<file path="src/rtl/issue_scoreboard.sv">
// rtl/issue_scoreboard.sv - issue scoreboard and register-file writeback port scheduler
module issue_scoreboard #(
  parameter int NUM_REGS = 32,
  parameter int REG_AW   = 5,
  parameter int MAX_LAT  = 4,
  parameter int LAT_W    = 3
) (
  input  logic                               clk,
  input  logic                               rst_n,
  input  logic                               issue_valid,
  input  logic [REG_AW-1:0]                  issue_rs,
  input  logic [REG_AW-1:0]                  issue_rt,
  input  logic                               issue_rs_used,
  input  logic                               issue_rt_used,
  input  logic [REG_AW-1:0]                  issue_rd,
  input  logic                               issue_rd_we,
  input  logic [LAT_W-1:0]                   issue_lat,
  input  logic                               flush,
  output logic                               issue_ready,
  output logic                               stall,
  output logic                               wb_valid,
  output logic [REG_AW-1:0]                  wb_rd,
  output logic                               busy,
  output logic [$clog2(MAX_LAT+1)-1:0]       inflight
);

  localparam int INF_W = $clog2(MAX_LAT+1);

  // Slot k holds the write that retires k cycles from now; slot 0 retires this cycle.
  logic [NUM_REGS-1:0] pending;
  logic [MAX_LAT-1:0]  slot_vld;
  logic [REG_AW-1:0]   slot_rd [MAX_LAT];

  logic [NUM_REGS-1:0] pending_nxt;
  logic [MAX_LAT-1:0]  slot_vld_nxt;
  logic [REG_AW-1:0]   slot_rd_nxt [MAX_LAT];

  logic [LAT_W-1:0]    eff_lat;
  logic                raw_hit;
  logic                waw_hit;
  logic                port_slot;
  logic                port_hit;
  logic                accept;
  logic                accept_wr;
  logic [INF_W-1:0]    count;

  // Effective latency: 0 behaves as 1, anything above MAX_LAT saturates.
  always_comb begin
    eff_lat = issue_lat;
    if (issue_lat == '0) begin
      eff_lat = LAT_W'(1);
    end else if (int'(issue_lat) > MAX_LAT) begin
      eff_lat = LAT_W'(MAX_LAT);
    end
  end

  // Hazard detection against current state; the write port is taken if the entry
  // now in slot L would shift into slot L-1, exactly where the new write must go.
  always_comb begin
    port_slot = 1'b0;
    for (int k = 0; k < MAX_LAT; k++) begin
      if (int'(eff_lat) == k) begin
        port_slot = slot_vld[k];
      end
    end
    raw_hit     = (issue_rs_used & pending[issue_rs]) | (issue_rt_used & pending[issue_rt]);
    waw_hit     = issue_rd_we & pending[issue_rd];
    port_hit    = issue_rd_we & port_slot;
    issue_ready = ~flush & ~(raw_hit | waw_hit | port_hit);
    stall       = issue_valid & ~issue_ready;
    accept      = issue_valid & issue_ready;
    accept_wr   = accept & issue_rd_we;
    wb_valid    = slot_vld[0] & ~flush;
    wb_rd       = slot_rd[0];
  end

  // Occupancy summary of the slot pipeline.
  always_comb begin
    count = '0;
    for (int k = 0; k < MAX_LAT; k++) begin
      count = count + INF_W'(slot_vld[k]);
    end
    inflight = count;
    busy     = |slot_vld;
  end

  // Next state: shift slots down, insert the accepted write, retire-clear then issue-set pending.
  always_comb begin
    for (int k = 0; k < MAX_LAT - 1; k++) begin
      slot_vld_nxt[k] = slot_vld[k+1];
      slot_rd_nxt[k]  = slot_rd[k+1];
    end
    slot_vld_nxt[MAX_LAT-1] = 1'b0;
    slot_rd_nxt[MAX_LAT-1]  = '0;
    pending_nxt = pending;
    if (slot_vld[0]) begin
      pending_nxt[slot_rd[0]] = 1'b0;
    end
    if (accept_wr) begin
      pending_nxt[issue_rd] = 1'b1;
      for (int k = 0; k < MAX_LAT; k++) begin
        if (int'(eff_lat) - 1 == k) begin
          slot_vld_nxt[k] = 1'b1;
          slot_rd_nxt[k]  = issue_rd;
        end
      end
    end
    if (flush) begin
      pending_nxt  = '0;
      slot_vld_nxt = '0;
      for (int k = 0; k < MAX_LAT; k++) begin
        slot_rd_nxt[k] = '0;
      end
    end
  end

  // State register with synchronous active-low reset.
  always_ff @(posedge clk) begin
    if (!rst_n) begin
      pending  <= '0;
      slot_vld <= '0;
      for (int k = 0; k < MAX_LAT; k++) begin
        slot_rd[k] <= '0;
      end
    end else begin
      pending  <= pending_nxt;
      slot_vld <= slot_vld_nxt;
      for (int k = 0; k < MAX_LAT; k++) begin
        slot_rd[k] <= slot_rd_nxt[k];
      end
    end
  end

endmodule

</file>
<file path="config.mk">
export PLATFORM = sky130hd
export DESIGN_NAME = issue_scoreboard
export DESIGN_NICKNAME = d
export VERILOG_FILES = /design/src/rtl/issue_scoreboard.sv
export SDC_FILE = /design/constraint.sdc
export NUM_CORES = 1
export LEC_CHECK = 0
export BUFFER_PORTS_ARGS = -buffer_cell sky130_fd_sc_hd__clkbuf_2
export CAP_MARGIN = 25
export CORE_ASPECT_RATIO = 1.4
export CORE_UTILIZATION = 45
export CTS_CLUSTER_DIAMETER = 30
export CTS_CLUSTER_SIZE = 40
export DETAILED_ROUTE_END_ITERATION = 8
export REMOVE_ABC_BUFFERS = 1
export SYNTH_ARGS = -nofsm -noshare
export SYNTH_HDL_FRONTEND = slang
export SYNTH_SLANG_ARGS = --single-unit
export TNS_END_PERCENT = 100
</file>
<file path="constraint.sdc">
create_clock -name clk -period 2.8 [get_ports clk]
set_input_delay 0.28 -clock clk [delete_from_list [all_inputs] [get_ports clk]]
set_output_delay 0.28 -clock clk [all_outputs]
set_load 0.1 [all_outputs]
</file>
==> results of run 1 <==
==> worst max-delay path, cell delays in order, from the launching register on <==
cell,delay (ns)
dfxtp_1,0.38
mux4_2,0.47
mux2_2,0.28
and3_4,0.19
o31a_1,0.29
nand2b_4,0.15
o21a_1,0.22
buf_12,0.17
==> layout by cell type (no fill, tap or decap), drive strengths merged, types with 2 or more instances in the layout <==
cell    Yosys  routed
nand2b      5       5
nor3b       3       3
clkbuf     13      42
buf        14      17
o211ai     32      32
nor2b       3       3
dfxtp      56      56
and2        6       6
nand4b      2       2
o22ai       3       3
o221ai      2       2
mux2i      25      25
or3         4       4
nand2      32      32
nand3b      8       8
a21oi       2       2
o21a        2       2
ha          3       3
a22oi       3       3
nor2       13      13
a31o        2       2
mux2        4       4
inv        12      12
mux4       21      21
o31ai      32      32
nand3       5       5
==> report_power, final <==
group / total [µW] / internal (µW) / leakage (µW) / switching [µW]
registers: 799 / 797 / 0.000452 / 1.68
logic: 203 / 74.1 / 0.000891 / 129
clock network: 458 / 203 / 0.0000455 / 256
==> kinds of logic (layout without fill, tap and decap cells) <==
logic type | count (synthesis) | count (layout)
multiplexers | 50 | 50
buffers and inverters | 39 | 71
adder cells (fa/ha/maj) | 4 | 4
AO/OA/AOI/OAI | 84 | 84
AND/OR/NAND/NOR | 86 | 86
flip-flops | 56 | 56
==> cell type report <==
class	count	area share
multi-input cells	224	0.535
inverters	12	0.0123
repair buffers	51	0.0881
clock buffers	8	0.0246
well taps	95	0.0324
flip-flops and latches	56	0.307
==> path summary, 6_finish.rpt <==
| kind | startpoint | endpoint | cells after the start |
|---|---|---|---|
| setup / recovery | pending[21]$_SDFF_PP0_ | stall | 7 |
| hold reg to reg | slot_rd[0][19]$_SDFF_PP0_ | slot_rd[0][14]$_SDFF_PP0_ | 2 |
| setup reg to reg | pending[21]$_SDFF_PP0_ | slot_rd[0][13]$_SDFF_PP0_ | 9 |
| hold / removal | rst_n | slot_vld[1]$_SDFF_PP0_ | 3 |
==> routing by layer <==
layer | global-route usage | vias up | wire length (µm)
met5 | 0 | - | 0
met4 | 0.114 | 0 | 235
met3 | 0.0296 | 15 | 481
met2 | 0.433 | 115 | 4550
met1 | 0.310 | 1293 | 3540
li1 | - | 1292 | -
==> state kept, by name (all words and copies together), names as in the netlist <==
signal,cells
pending,32
slot_vld,4
slot_rd,20
==> timing repair <==
action	CTS	global route
buffers inserted	0	2
gates resized for setup	0	6
setup endpoints to repair	1	2
pin swaps	0	2
==> through the flow <==
| stage | utilization | power (µW) | instances | setup WS, ns |
|---|---|---|---|---|
| floorplan | - | 923 | 292 | -0.497 |
| CTS | 0.523 | 1460 | 444 | -0.00687 |
| global placement | 0.510 | 1020 | 436 | 0.156 |
| finish | 0.528 | 1460 | 446 | 0.0598 |
| global route | 0.528 | 1520 | 446 | -0.00328 |
| detailed placement | 0.510 | 1020 | 436 | 0.135 |
==> metrics.yaml, run 1 <==
layout:
  fillers: 663
  n_antenna_cell: 0
  multi_input_area_um2: 1960
  fin_area_um2: 3660
  nets: 379
  syn_to_final_growth_pct: 13.3
  seq_area_um2: 1130
  drive_above_1_share: 0.271
global_route:
  grt_pass1_vias: 2654
  grt_max_degree: 33
  grt_overflow: 0
  antenna_found_initial: 0
  grt_usage: 0.251
  grt_pass1_wl_um: 13900
timing:
  hold_ws_ns: 0.237
  timing.fmax_ghz: 0.365
  finalMaxSlewViolations: 0
  slew_headroom: 0.637
  timing_hold_violations_final: 0
  finClkSkew_ns: 0.00704
  fin_crit_ns: 2.74
  finalSetupViolCount: 0
  min_period_over_period: 0.979
  finalSetupTns_ns: 0
  worst_slew_pin_slew_ns: 0.547
clock_tree:
  h-tree-depth: 2
  clock_sinks: 56
  tritoncts: "built"
  root_buffer: "clkbuf_8"
  clockBufferDepth: 2
  clkTransAtPathRegs_ns: 0.10
  hold_buffers: 0
  clk_latency_ns: 0.31
  cts_inserted_buffers: 5
synthesis:
  ys_top_cells_by_count: "dfxtp_1 (56), nand2_1 (32), o211ai_1 (32), o31ai_1 (32), mux2i_1 (25)"
  yosys.area_share.simple: 0.148
  synthTopCellsByArea: "dfxtp_1 (35%), mux4_2 (15%), mux2i_1 (7.7%), o211ai_1 (7.4%), o31ai_1 (7.4%)"
  synth_compound_area_frac: 0.196
  synth_top_area_cell: "dfxtp_1"
  yosys_warnings: 0
  synth.distinct_cells: 44
  syn-cell-area_um2: 3230
  synth-seq-cells: 56
  synth.most_common_cell: "dfxtp_1"
  synth-edff-count: 0
  synth_mux_area_frac: 0.238
  ys_seq_area_frac: 0.347
  ys.flop_type: "dfxtp_1"
  yosysTopAreaCellShare: 0.347
  synth-xor-area-share: 0
  synthAdderAreaFrac: 0.0178
  synthCells: 319
  avgSynthCellArea_um2: 10.1
  synth_top_family_by_area: "multiplexers"
  async_reset_ff_frac: 0
place:
  dp_hpwl_um: 6610
  io_buffers: 36
  place_area_um2: 3540
  gp_congestion: 0.862
detailed_routing:
  drc: 0
  drt-wirelength-per-cell_um: 19.7
  drtPass1Iterations: 4
  via_count: 2715
  vias_per_cell: 6.09
  drt_wl_total_um: 8810
  ant_nets: 0
  drt_iter0_drc: 237
run:
  drv_cap: 0
outcome:
  outcome: "finished, final reports clean"
floorplan:
  die_width_um: 73.7
  die_h_um: 102
  core_area_um2: 6940
  dieArea_um2: 7540
  ioPinCount: 37
  rows: 36
  initial_utilization: 0.466
min_path:
  hold_path.class: "primary input to register"
setup_path:
  crit_type: "register to output port"
  rrSetupSlack_ns: 0.30
  worstPathArrival_ns: 2.46
  worstPathMaxFanout: 4
  critPathRequiredTime_ns: 2.52
  critPathLaunchType: "register"
  crit_path_end_kind: "output port"
power_and_ir_drop:
  leakagePower_uw: 0.00139
  vdd_drop_max_uv: 239
  powerDensity_nw_per_um2: 398
No activity file was read; power rests on OpenSTA's default activity.
==> run 2: changes to the inputs <==
- CTS_BUF_LIST: unset -> sky130_fd_sc_hd__clkbuf_8 sky130_fd_sc_hd__clkbuf_16
==> run 2 against run 1 <==
  * Total power fell by 0.22%
  * Design area stayed put
  * Register-to-register slack barely moved
  * Highest routed layer unchanged
  * Non-clock buffer count stayed put
  * Sequential cell count unchanged
  * Critical path depth unchanged
  * Core utilization unchanged
  * First-iteration DRC count rose by 3.8%
  * Count of clock-buffer cells in the layout shrank 2
  * Worst hold slack worse by 0.0033 ns
==> metrics.yaml, run 2 (synthesized netlist as in run 1, its figures left out) <==
timing:
  hold_ws_ns: 0.234  # -0.00328 ns
  slew_headroom: 0.636  # about the same
  finalMaxSlewViolations: 0  # unchanged
  worst_slew_pin_slew_ns: 0.548  # +0.000635 ns
  finalSetupViolCount: 0  # unchanged
  fin_crit_ns: 2.73  # -0.00784 ns
  timing.fmax_ghz: 0.366  # +0.29%
  timing_hold_violations_final: 0  # unchanged
  finClkSkew_ns: 0.00430  # -0.00274 ns
  min_period_over_period: 0.976  # -0.00280
detailed_routing:
  drtPass1Iterations: 4  # unchanged
  vias_per_cell: 6.12  # +0.52%
  via_count: 2729  # +0.52%
  drt_wl_total_um: 8850  # +0.56%
  drt-wirelength-per-cell_um: 19.9  # +0.56%
  ant_nets: 0  # unchanged
  drc: 0  # unchanged
  drt_iter0_drc: 246  # +3.8%
clock_tree:
  clock_sinks: 56  # unchanged
  h-tree-depth: 2  # unchanged
  cts_inserted_buffers: 5  # unchanged
  clk_latency_ns: 0.31  # about the same
  root_buffer: "clkbuf_8"
  clkTransAtPathRegs_ns: 0.10  # about the same
  clockBufferDepth: 2  # unchanged
  tritoncts: "built"
setup_path:
  path_buf_inv: 1  # unchanged
  worstPathMaxFanout: 4  # unchanged
  crit_start: "pending[21]$_SDFF_PP0_"
  critPathRequiredTime_ns: 2.52  # about the same
  cpPeakStageDelay_ns: 0.47  # about the same
  critPathLaunchType: "register"
  crit_type: "register to output port"
  crit_path_end_kind: "output port"
  worstPathArrival_ns: 2.45  # about the same
  rr_startpoint: "pending[21]$_SDFF_PP0_"
  cpMaxStageDelayCell: "mux4_2"
  crit_family: "multiplexers"
  cp_cell_sequence: "mux4_2 -> mux2_2 -> and3_4 -> o31a_1 -> nand2b_4 -> o21a_1 -> buf_12"
power_and_ir_drop:
  vdd_drop_max_uv: 240  # +0.19%
  power_uw: 1460  # -0.22%
  leakagePower_uw: 0.00140  # +0.60%
  powerDensity_nw_per_um2: 398  # -0.22%
floorplan:
  core_area_um2: 6940  # unchanged
  die_h_um: 102  # unchanged
  rows: 36  # unchanged
  ioPinCount: 37  # unchanged
  dieArea_um2: 7540  # unchanged
  initial_utilization: 0.466  # unchanged
  die_width_um: 73.7  # unchanged
place:
  io_buffers: 36  # unchanged
  place_area_um2: 3540  # unchanged
  dp.cells: 436  # unchanged
  gp_congestion: 0.862  # unchanged
  dp_hpwl_um: 6610  # unchanged
min_path:
  hp-start: "rst_n"
  hold_path.class: "primary input to register"
outcome:
  outcome: "finished, final reports clean"
layout:
  n_antenna_cell: 0  # unchanged
  multi_input_area_um2: 1960  # unchanged
  fillers: 663  # unchanged
  nets: 379  # unchanged
  final_common_cell: "dfxtp_1"
  largest_reg_flops: 32  # unchanged
  layout_common_cells: "dfxtp_1 (54), clkbuf_2 (34), nand2_1 (32), o211ai_1 (32), o31ai_1 (32)"
  stdcell_count: 446  # unchanged
  regMostFlops: "pending"
  seq_area_um2: 1130  # unchanged
  drive_above_1_share: 0.271  # unchanged
  biggestRegsByFlops: "pending: 32 flops, slot_rd: 20 flops, slot_vld: 4 flops"
  syn_to_final_growth_pct: 13.3  # unchanged
  fin_area_um2: 3660  # unchanged
global_route:
  grt_pass1_vias: 2654  # unchanged
  antenna_found_initial: 0  # unchanged
  grt_overflow: 0  # unchanged
  grt_usage: 0.251  # unchanged
  grt_max_degree: 33  # unchanged
  grt_pass1_wl_um: 13900  # unchanged
run:
  drv_cap: 0  # unchanged
[run 2: cell types whose count changed in the layout (fill, tap and decap cells not counted)]
| cell | previous run | this run |
|---|---|---|
| inv_1 | 12 | 14 |
| clkbuf_1 | 2 | 0 |
[run 2: cell type report]
type,instances,area share
Inverter,12,0.0123
Clock buffer,6,0.0225
Multi-Input combinational cell,224,0.535
Sequential cell,56,0.307
Clock inverter,2,0.00205
Timing Repair Buffer,51,0.0881
Tap cell,95,0.0324
[run 2: what timing repair did]
action | CTS | global route
gates resized for setup | 0 | 6
hold endpoints to repair | 0 | 0
setup endpoints to repair | 1 | 2
gates cloned | 0 | 0
pin swaps | 0 | 2
setup buffers | 0 | 2
hold buffers | 0 | 0
[run 2: metrics by stage]
| stage | worst slack (ns) | TNS, ns | utilization |
|---|---|---|---|
| 4_1_cts | -0.00687 | -0.00687 | 0.523 |
| 6_report | 0.0677 | 0 | 0.528 |
| 2_1_floorplan | -0.497 | -9.99 | - |
| 3_5_place_dp | 0.135 | 0 | 0.510 |
| 5_1_grt | -0.00328 | -0.00328 | 0.528 |
| 3_3_place_gp | 0.156 | 0 | 0.510 |
[run 2: worst register-to-register path, stage by stage (launching register included)]
cell and delay [ns]:
dfxtp_1 0.37, mux4_2 0.47, mux2_2 0.28, and3_4 0.19
o31a_1 0.29, buf_4 0.13, buf_4 0.14, nor3b_4 0.18
buf_4 0.19, mux2i_1 0.19
[run 2: per-layer routing]
layer	GRT usage	up-vias	share of wire
met5	0	-	0
met4	0.114	0	0.023
met3	0.0296	14	0.058
met2	0.433	128	0.51
met1	0.310	1300	0.41
li1	-	1287	-
[run 2: final timing paths]
| kind | slack (ns) | depth (start not counted) | endpoint |
|---|---|---|---|
| worst max-delay path | 0.07 | 7 | stall |
| worst min-delay path | 0.23 | 3 | slot_vld[1]$_SDFF_PP0_ |
| worst max register to register | 0.30 | 9 | slot_rd[0][13]$_SDFF_PP0_ |
| worst min register to register | 0.44 | 2 | slot_rd[0][14]$_SDFF_PP0_ |
[run 2: power by group]
group / switching, µW / internal (µW) / total, µW / leakage [µW]
Combinational: 129 / 74.1 / 204 / 0.000891
Clock: 259 / 195 / 455 / 0.0000538
Sequential: 1.68 / 797 / 799 / 0.000452
Total: 390 / 1070 / 1460 / 0.00140
==> run 3: changes to the inputs <==
- ABC_AREA: unset -> 1
- CORE_UTILIZATION: 45 -> 36
==> run 3 against run 2 <==
  * Critical path depth down 1
  * Count of clock-buffer cells in the layout fell by 1
  * Combinational power increased by 36%
  * Sequential cell count did not move
  * Core utilization fell by 12 points
  * Global-route usage fell by 1.8 points
  * Worst setup slack improved by 0.20 ns
  * Via count grew 54%
  * Synthesized cell count grew 93%
  * Sequential share of layout area is 3.5 points lower
==> metrics.yaml, run 3 <==
global_route:
  grt_overflow: 0  # unchanged
  grt_pass1_wl_um: 19400  # +40%
  grt_usage: 0.233  # -0.0178
  antenna_found_initial: 0  # unchanged
  grt_pass1_vias: 3866  # +46%
  grt_max_degree: 52  # +58%
synthesis:
  avgSynthCellArea_um2: 6.11  # -40%
  ys_top_cells_by_count: "nand2_1 (180), a21oi_1 (60), dfxtp_1 (56), nand3_1 (56), o21ai_0 (55)"
  synth-seq-cells: 56  # unchanged
  synthTopCellsByArea: "dfxtp_1 (30%), nand2_1 (18%), nand4_1 (8.3%), a21oi_1 (8.0%), nand3_1 (7.4%)"
  synth-edff-count: 0  # unchanged
  syn-cell-area_um2: 3770  # +17%
  ys.flop_type: "dfxtp_1"
  synthCells: 617  # +93%
  synth_top_area_cell: "dfxtp_1"
  ys_seq_area_frac: 0.297  # -0.0492
  async_reset_ff_frac: 0  # unchanged
  yosysTopAreaCellShare: 0.297  # -0.0492
  yosys_warnings: 0  # unchanged
  synth.distinct_cells: 28  # -36%
  synth.most_common_cell: "nand2_1"
detailed_routing:
  drc: 0  # unchanged
  drtPass1Iterations: 5  # +1
  vias_per_cell: 5.54  # -9.5%
  ant_nets: 0  # unchanged
  drt-wirelength-per-cell_um: 15.9  # -20%
  via_count: 4203  # +54%
  drt_iter0_drc: 331  # +35%
  drt_wl_total_um: 12100  # +36%
power_and_ir_drop:
  power_uw: 1670  # +15%
  leakagePower_uw: 0.00155  # +11%
  vdd_drop_max_uv: 241  # +0.47%
  powerDensity_nw_per_um2: 407  # +2.4%
layout:
  fillers: 1137  # +71%
  regMostFlops: "pending"
  largest_reg_flops: 32  # unchanged
  stdcell_count: 759  # +70%
  biggestRegsByFlops: "pending: 32 flops, slot_rd: 20 flops, slot_vld: 4 flops"
  drive_above_1_share: 0.0946  # -0.176
  final_common_cell: "nand2_1"
  syn_to_final_growth_pct: 9.03
  layout_common_cells: "nand2_1 (180), a21oi_1 (60), nand3_1 (56), dfxtp_1 (56), o21ai_0 (55)"
  n_antenna_cell: 0  # unchanged
  nets: 655  # +73%
setup_path:
  reg2reg_depth: 12  # +3
  worstPathArrival_ns: 2.26  # -0.19 ns
  crit_path_end_kind: "output port"
  critPathLaunchType: "register"
  critPathRequiredTime_ns: 2.52  # about the same
  rr_startpoint: "pending[6]$_SDFF_PP0_"
  worstPathMaxFanout: 5  # +1
  crit_type: "register to output port"
  rrSetupSlack_ns: 0.74  # +0.44 ns
  rr_endpoint: "slot_rd[0][15]$_SDFF_PP0_"
floorplan:
  ioPinCount: 37  # unchanged
  core_area_um2: 10100  # +45%
  rows: 43  # +19%
  die_width_um: 88.5  # +20%
  die_h_um: 123  # +20%
  dieArea_um2: 10900  # +45%
  initial_utilization: 0.375  # -0.0916
clock_tree:
  cts_resized: 0  # unchanged
  clock_sinks: 56  # unchanged
  cts_post_setup_buffers_inserted: 0  # unchanged
  clockBufferDepth: 2  # unchanged
  cts_inserted_buffers: 5  # unchanged
  root_buffer: "clkbuf_16"
  clk_latency_ns: 0.30  # about the same
  tritoncts: "built"
  clkTransAtPathRegs_ns: 0.07  # -0.03 ns
  h-tree-depth: 2  # unchanged
  hold_buffers: 0  # unchanged
timing:
  rsz0062_at_grt: "false"
  worst_slew_pin_slew_ns: 0.688  # +0.140 ns
  slew_headroom: 0.540  # -0.0960
  timing_hold_violations_final: 0  # unchanged
  fin_crit_ns: 2.54  # -0.195 ns
  finalMaxSlewViolations: 0  # unchanged
  timing.fmax_ghz: 0.394  # +7.7%
  finalSetupViolCount: 0  # unchanged
  layout_setup_ws_ns: 0.263  # +0.195 ns
  finClkSkew_ns: 0.00321  # -0.00109 ns
  min_period_over_period: 0.906  # -0.0697
min_path:
  holdPathEnd: "slot_vld[3]$_SDFF_PP0_"
  hp-start: "issue_lat[2]"
  hold_path.class: "primary input to register"
  min_path_cells: 3  # unchanged
place:
  dp_hpwl_um: 8780  # +33%
  gp_congestion: 0.938  # +8.8%
  preCtsSetupSlack_ns: 0.340  # +0.205 ns
  io_buffers: 36  # unchanged
  dp.cells: 754  # +73%
run:
  drv_cap: 0  # unchanged
outcome:
  outcome: "finished, final reports clean"
-- run 3: cell count changes after synthesis, sizes merged, moves of 20 or more --
| cell | before | now |
|---|---|---|
| nand2 | 32 | 181 |
| a21oi | 2 | 60 |
| o21ai | 1 | 56 |
| nand3 | 5 | 58 |
| nand4 | 1 | 50 |
| nor2 | 13 | 52 |
| o211ai | 32 | 0 |
| inv | 12 | 43 |
| o31ai | 32 | 1 |
| mux2i | 25 | 0 |
| mux4 | 21 | 0 |
| buf | 14 | 34 |
-- run 3: report_power, final --
group          total, µW  internal, µW  switching [µW]
registers            800           798            1.96
logic                278          70.8             207
clock network        595           318             278
total               1670          1190             487
-- run 3: metrics by stage --
step | instance area (µm²) | hold WS [ns] | setup TNS [ns] | util
after floorplan | 3520 | 0.441 | -1.09 | -
after global placement | 3990 | 0.448 | 0 | 0.396
after detailed placement | 3990 | 0.453 | 0 | 0.396
after CTS | 4110 | 0.282 | 0 | 0.409
after global routing | 4110 | 0.293 | 0 | 0.409
final | 4110 | 0.280 | 0 | 0.409
-- run 3: kinds of logic (layout without fill, tap and decap cells) --
group	after synthesis	after routing	share of synthesized area
buffers and inverters	89	96	0.113
adder cells (fa/ha/maj)	4	4	0.0153
AND/OR/NAND/NOR	349	349	0.415
flip-flops	56	56	0.297
AO/OA/AOI/OAI	119	119	0.160
-- run 3: worst max-delay path by stage --
stage	start	end	slack, ns	cells past startpoint
finish	slot_vld[0]$_SDFF_PP0_	inflight[1]	0.26	6
global route	issue_rt[0]	stall	0.13	15
CTS	slot_vld[0]$_SDFF_PP0_	inflight[1]	0.26	6
detailed placement	issue_rt[0]	stall	0.34	15
global placement	issue_rt[0]	stall	0.35	15
floorplan	issue_rs[0]	stall	-1.09	11
-- run 3: per-layer routing --
layer | global-route usage | wire length, µm | up-vias
li1 | - | - | 2074
met1 | 0.269 | 4920 | 1958
met2 | 0.419 | 6100 | 133
met3 | 0.0260 | 565 | 38
met4 | 0.116 | 493 | 0
met5 | 0 | 0 | -
-- run 3: layout make-up --
class                      instances  area, µm²  share of cell area
sequential                        56       1120               0.273
inverter                          47        176              0.0429
tap                              135        169              0.0411
clock buffer                       5        125              0.0304
multi-input combinational        472       2220               0.541
timing repair buffer              44        295              0.0718
-- run 3: worst max-delay path, cell delays in order, from the launching register on --
cell	delay (ns)
dfxtp_1	0.39
inv_1	0.11
fa_1	0.54
inv_1	0.04
ha_1	0.17
ha_1	0.26
clkbuf_2	0.44
